==> src/rtl/cycle_meas_sched.sv <==
// cycle_meas_sched: round-robin sharing of one cycle counter between NREQ interval-measuring requesters
module cycle_meas_sched #(
    parameter int NREQ    = 4,
    parameter int WIDTH   = 28,
    parameter int TIMEOUT = 2**24,
    parameter int IDW     = $clog2(NREQ)
) (
    input  logic             clk_i,
    input  logic             reset_i,
    input  logic [NREQ-1:0]  req_start_i,
    input  logic [NREQ-1:0]  req_end_i,
    output logic [NREQ-1:0]  grant_o,
    output logic             busy_o,
    output logic             cnt_start_o,
    output logic             cnt_end_o,
    input  logic [WIDTH-1:0] cnt_i,
    output logic             res_valid_o,
    input  logic             res_ready_i,
    output logic [IDW-1:0]   res_id_o,
    output logic [WIDTH-1:0] res_cnt_o,
    output logic             res_ovf_o
);
    localparam logic [WIDTH-1:0] TO  = WIDTH'(TIMEOUT);
    localparam logic [NREQ-1:0]  ONE = NREQ'(1);

    typedef enum logic [1:0] {S_IDLE, S_RUN, S_END, S_RESP} state_t;

    state_t            state_q;
    logic [NREQ-1:0]   pend_q, pend_d;
    logic [IDW-1:0]    last_q, win_id, idx;
    logic [NREQ-1:0]   win_oh, grant_q;
    logic              grant_now;
    logic              busy_q, cnt_start_q, cnt_end_q, ovf_q;
    logic              res_valid_q, res_ovf_q;
    logic [IDW-1:0]    res_id_q;
    logic [WIDTH-1:0]  res_cnt_q;

    // Round-robin pick starting after last winner; pending set beats grant clear
    always_comb begin
        win_id = last_q;
        idx    = last_q;
        for (int k = NREQ; k >= 1; k--) begin
            idx = IDW'((int'(last_q) + k) % NREQ);
            if (pend_q[idx]) win_id = idx;
        end
        grant_now = (state_q == S_IDLE) && (|pend_q);
        win_oh    = grant_now ? (ONE << win_id) : '0;
        pend_d    = (pend_q & ~win_oh) | req_start_i;
    end

    // Scheduler FSM; the timeout check skips the first RUN edge because cnt still holds the previous run's frozen value
    always_ff @(posedge clk_i or posedge reset_i) begin
        if (reset_i) begin
            state_q     <= S_IDLE;
            pend_q      <= '0;
            last_q      <= IDW'(NREQ - 1);
            grant_q     <= '0;
            busy_q      <= 1'b0;
            cnt_start_q <= 1'b0;
            cnt_end_q   <= 1'b0;
            ovf_q       <= 1'b0;
            res_valid_q <= 1'b0;
            res_id_q    <= '0;
            res_cnt_q   <= '0;
            res_ovf_q   <= 1'b0;
        end else begin
            pend_q <= pend_d;
            case (state_q)
                S_IDLE: begin
                    if (grant_now) begin
                        grant_q     <= win_oh;
                        last_q      <= win_id;
                        cnt_start_q <= 1'b1;
                        busy_q      <= 1'b1;
                        state_q     <= S_RUN;
                    end
                end
                S_RUN: begin
                    cnt_start_q <= 1'b0;
                    if (!cnt_start_q && cnt_i >= TO) begin
                        cnt_end_q <= 1'b1;
                        ovf_q     <= 1'b1;
                        state_q   <= S_END;
                    end else if (req_end_i[last_q]) begin
                        cnt_end_q <= 1'b1;
                        state_q   <= S_END;
                    end
                end
                S_END: begin
                    cnt_end_q   <= 1'b0;
                    grant_q     <= '0;
                    res_cnt_q   <= ovf_q ? TO : cnt_i;
                    res_ovf_q   <= ovf_q;
                    res_id_q    <= last_q;
                    res_valid_q <= 1'b1;
                    state_q     <= S_RESP;
                end
                S_RESP: begin
                    if (res_ready_i) begin
                        res_valid_q <= 1'b0;
                        ovf_q       <= 1'b0;
                        busy_q      <= 1'b0;
                        state_q     <= S_IDLE;
                    end
                end
            endcase
        end
    end

    assign grant_o     = grant_q;
    assign busy_o      = busy_q;
    assign cnt_start_o = cnt_start_q;
    assign cnt_end_o   = cnt_end_q;
    assign res_valid_o = res_valid_q;
    assign res_id_o    = res_id_q;
    assign res_cnt_o   = res_cnt_q;
    assign res_ovf_o   = res_ovf_q;
endmodule

==> config.mk <==
export PLATFORM = sky130hd
export DESIGN_NAME = cycle_meas_sched
export DESIGN_NICKNAME = d
export VERILOG_FILES = /design/src/rtl/cycle_meas_sched.sv
export SDC_FILE = /design/constraint.sdc
export NUM_CORES = 1
export LEC_CHECK = 0
export CORE_UTILIZATION = 25
export DETAILED_ROUTE_END_ITERATION = 16
export PLACE_DENSITY = 0.61
export SYNTH_ARGS = -nofsm -noshare
export SYNTH_HDL_FRONTEND = slang
export SYNTH_SLANG_ARGS = --single-unit
==> constraint.sdc <==
create_clock -name clk_i -period 2.8 [get_ports clk_i]
set_clock_uncertainty 0.2 [all_clocks]
set_input_delay 0.56 -clock clk_i [delete_from_list [all_inputs] [get_ports clk_i]]
set_output_delay 0.56 -clock clk_i [all_outputs]
set_load 0.01 [all_outputs]
==> out/metrics.yaml <==
clocking:
  ctsRootBufferMaster: "clkbuf_8"
  cts_hold_buf: 0
  cts_buffers: 5
  insertion_delay_ns: 0.30
  htree_levels: 2
  cts.sinks: 48
  cts_buffer_depth: 2
  cts_tree: "done"
  cts_setup_buffers: 0
  cts_resized: 0
  clkTransAtPathRegs_ns: 0.09
power:
  internal-power_mw: 2.15
  swShare_pct: 35.2
  power_density_mw_per_mm2: 1090
  seqPwrFrac_pct: 37.1
  p_comb_share_pct: 48.1
  ir_drop_v: 0.000376
  leakage_nw: 1.29
  netSwitchingPower_mw: 1.17
  p_clk_share_pct: 14.8
timing:
  setup_viol: 0
  tightest_slew_ns: 0.696
  tns_ns: 0
  fmax_mhz: 424
  hold_viol_final: 0
  postLayoutSetupSlackWorst_ns: 0.442
  relSlewSlack_pct: 53.6
  finalMaxSlewViolations: 0
  finalCritPeriodShare_pct: 84.2
  finalCriticalPeriod_ns: 2.36
  rsz0062_at_grt: "no"
setup_path:
  cp.arrival_ns: 2.34
  r2r-start: "last_q[0]"
  crit_path_max_fanout: 3
  timing.rr.end: "state_q[1]"
  ff2ff_path_depth: 4
  end_kind: "register"
  startpoint_type: "input pin"
  reg2reg_slack_ns: 0.58
  crit_required_ns: 2.79
  crit_type: "input pin to register"
global_routing:
  grt_pass1_vias: 1547
  grt_usage_pct: 12.2
  overflow: 0
  grt.met2_usage_pct: 18.2
  top_usage_layer: "met2"
  grt_max_degree: 31
  grt_pass1_wl_mm: 8.11
  antenna_found_initial: 0
  use_met1_pct: 17.1
  gr-usage-met3_pct: 3.40
cells_and_area:
  drive_gt1_share_pct: 8.40
  num-nets-final: 292
  area.growth.synth_to_final_pct: 49.2
  diodes: 0
yosys:
  synth-main-ff-cell: "dfrtp_1"
  synth-seq-cells: 48
  syn-num-nets: 214
  yosysWarnings: 0
  ys_async_sr_fraction_pct: 100
  yosys-top-cells-count: "46 x dfrtp_1, 28 x a22o_1, 12 x inv_1, 10 x nor2_1, 10 x o21ai_0"
  yosysTopAreaCell: "dfrtp_1"
  synth.most_common_cell: "dfrtp_1"
  synth-edff-count: 0
  ys_seq_area_share_pct: 59.2
  postSynthCellCount: 171
  synth_cell_type_count: 38
  synth_area_leaders: "dfrtp_1 57%, a22o_1 12%, dfstp_2 2.6%"
  synth_top_area_share_pct: 56.6
  avgSynthCellArea_um2: 11.9
  synth_area_mm2: 0.00203
floorplan:
  core_area_mm2: 0.00781
  fp.dieW_um: 92.2
  die_y_um: 92.2
  row_count: 32
  io_pins: 78
  initial_utilization_pct: 26.0
  die-area_mm2: 0.00850
detailed_routing:
  dr.pass1.iters: 4
  vias_per_cell: 4.61
  avgRoutedWirePerCell_um: 13.9
  via_count: 1623
  drt.antenna.violating_nets: 0
  drtIter0Drc: 36
  drt_wl_total_mm: 4.89
  route.detailed.drc: 0
worst_hold_path:
  min_path_cells: 2
  hold_end: "res_valid_o"
  hp-start: "res_valid_o"
  hold_class: "register to register"
place:
  dp_slack_ns: 0.116
  hpwl_mm: 3.58
  place.gp.congestion: 0.774
  port_buffers: 77
run_status:
  status: "complete, no violations"
job:
  drv_cap: 0
[power by group through the flow]
stage	logic, mW	registers, mW	clock network, mW
2_1_floorplan	0.773	1.32	0
3_5_place_dp	1.62	1.25	0
3_3_place_gp	1.61	1.24	0
6_report	1.60	1.23	0.491
4_1_cts	1.62	1.23	0.512
5_1_grt	1.76	1.28	0.539
[critical path, stage by stage]
cell and delay, ns:
clkdlybuf4s50_1 0.42, or4_1 0.60, a211o_1 0.35, nand3b_2 0.10, mux2_1 0.32
[area by class of cell]
cell class	instances	area [um^2]
Clock buffer	6	72.6
Clock inverter	2	35.0
Fill cell	758	4770
Inverter	13	48.8
Multi-Input combinational cell	101	741
Sequential cell	48	1200
Tap cell	102	128
Timing Repair Buffer	80	806
[placed cells by master (no fill, tap or decap), types with 2 or more instances in the layout]
master,Yosys,routed
clkdlybuf4s50_1,0,77
a21oi_1,4,4
nand2_1,9,9
o31ai_1,2,2
ha_1,4,4
nand2b_1,3,3
clkbuf_8,0,5
or4_1,2,2
nor2_1,10,9
and2_1,2,2
o21ai_0,10,10
mux2_2,3,3
dfrtp_1,46,46
o21ai_1,2,2
a22o_1,28,28
dfstp_2,2,2
buf_4,0,2
a41oi_1,4,4
inv_1,12,11
[worst max path at each step]
stage / start / endpoint / slack [ns] / cells after the start
6_report: cnt_i[25] / state_q[1] / 0.44 / 5
5_1_grt: cnt_i[25] / state_q[1] / 0.39 / 5
4_1_cts: cnt_i[25] / state_q[1] / 0.44 / 5
3_5_place_dp: cnt_i[25] / state_q[1] / 0.12 / 5
3_3_place_gp: cnt_i[25] / state_q[1] / 0.15 / 5
2_1_floorplan: cnt_i[25] / state_q[1] / 0.65 / 4
[through the flow]
stage	total power, mW	utilization, %	hold WS, ns	std cells	cell area [um^2]
finish	3.32	38.9	0.286	352	3030
global route	3.58	38.9	0.330	352	3030
detailed placement	2.86	37.5	0.273	344	2930
CTS	3.37	38.9	0.293	352	3030
floorplan	2.09	-	0.311	171	2030
global placement	2.85	37.5	0.267	344	2930
[sequential cells by signal, indices dropped and copies added (netlist names)]
signal,count
grant_o,4
cnt_end_o,1
res_id_o,2
res_valid_o,1
last_q,2
busy_o,1
res_ovf_o,1
cnt_start_o,1
res_cnt_o,28
state_q,2
pend_q,4
ovf_q,1
[logic make-up after synthesis]
group / Yosys count / synth area share [%]
flops: 48 / 59.2
buf+inv: 22 / 4.49
mux: 5 / 3.32
simple gates: 33 / 8.12
compound gates: 59 / 22.4
fa+ha+maj: 4 / 2.46
[routing by layer]
layer | vias up | routed length, um
met5 | - | 0
met4 | 0 | 34
met3 | 3 | 328
met2 | 56 | 2200
met1 | 778 | 2330
li1 | 786 | -
Power figures use the tool's default switching activity.
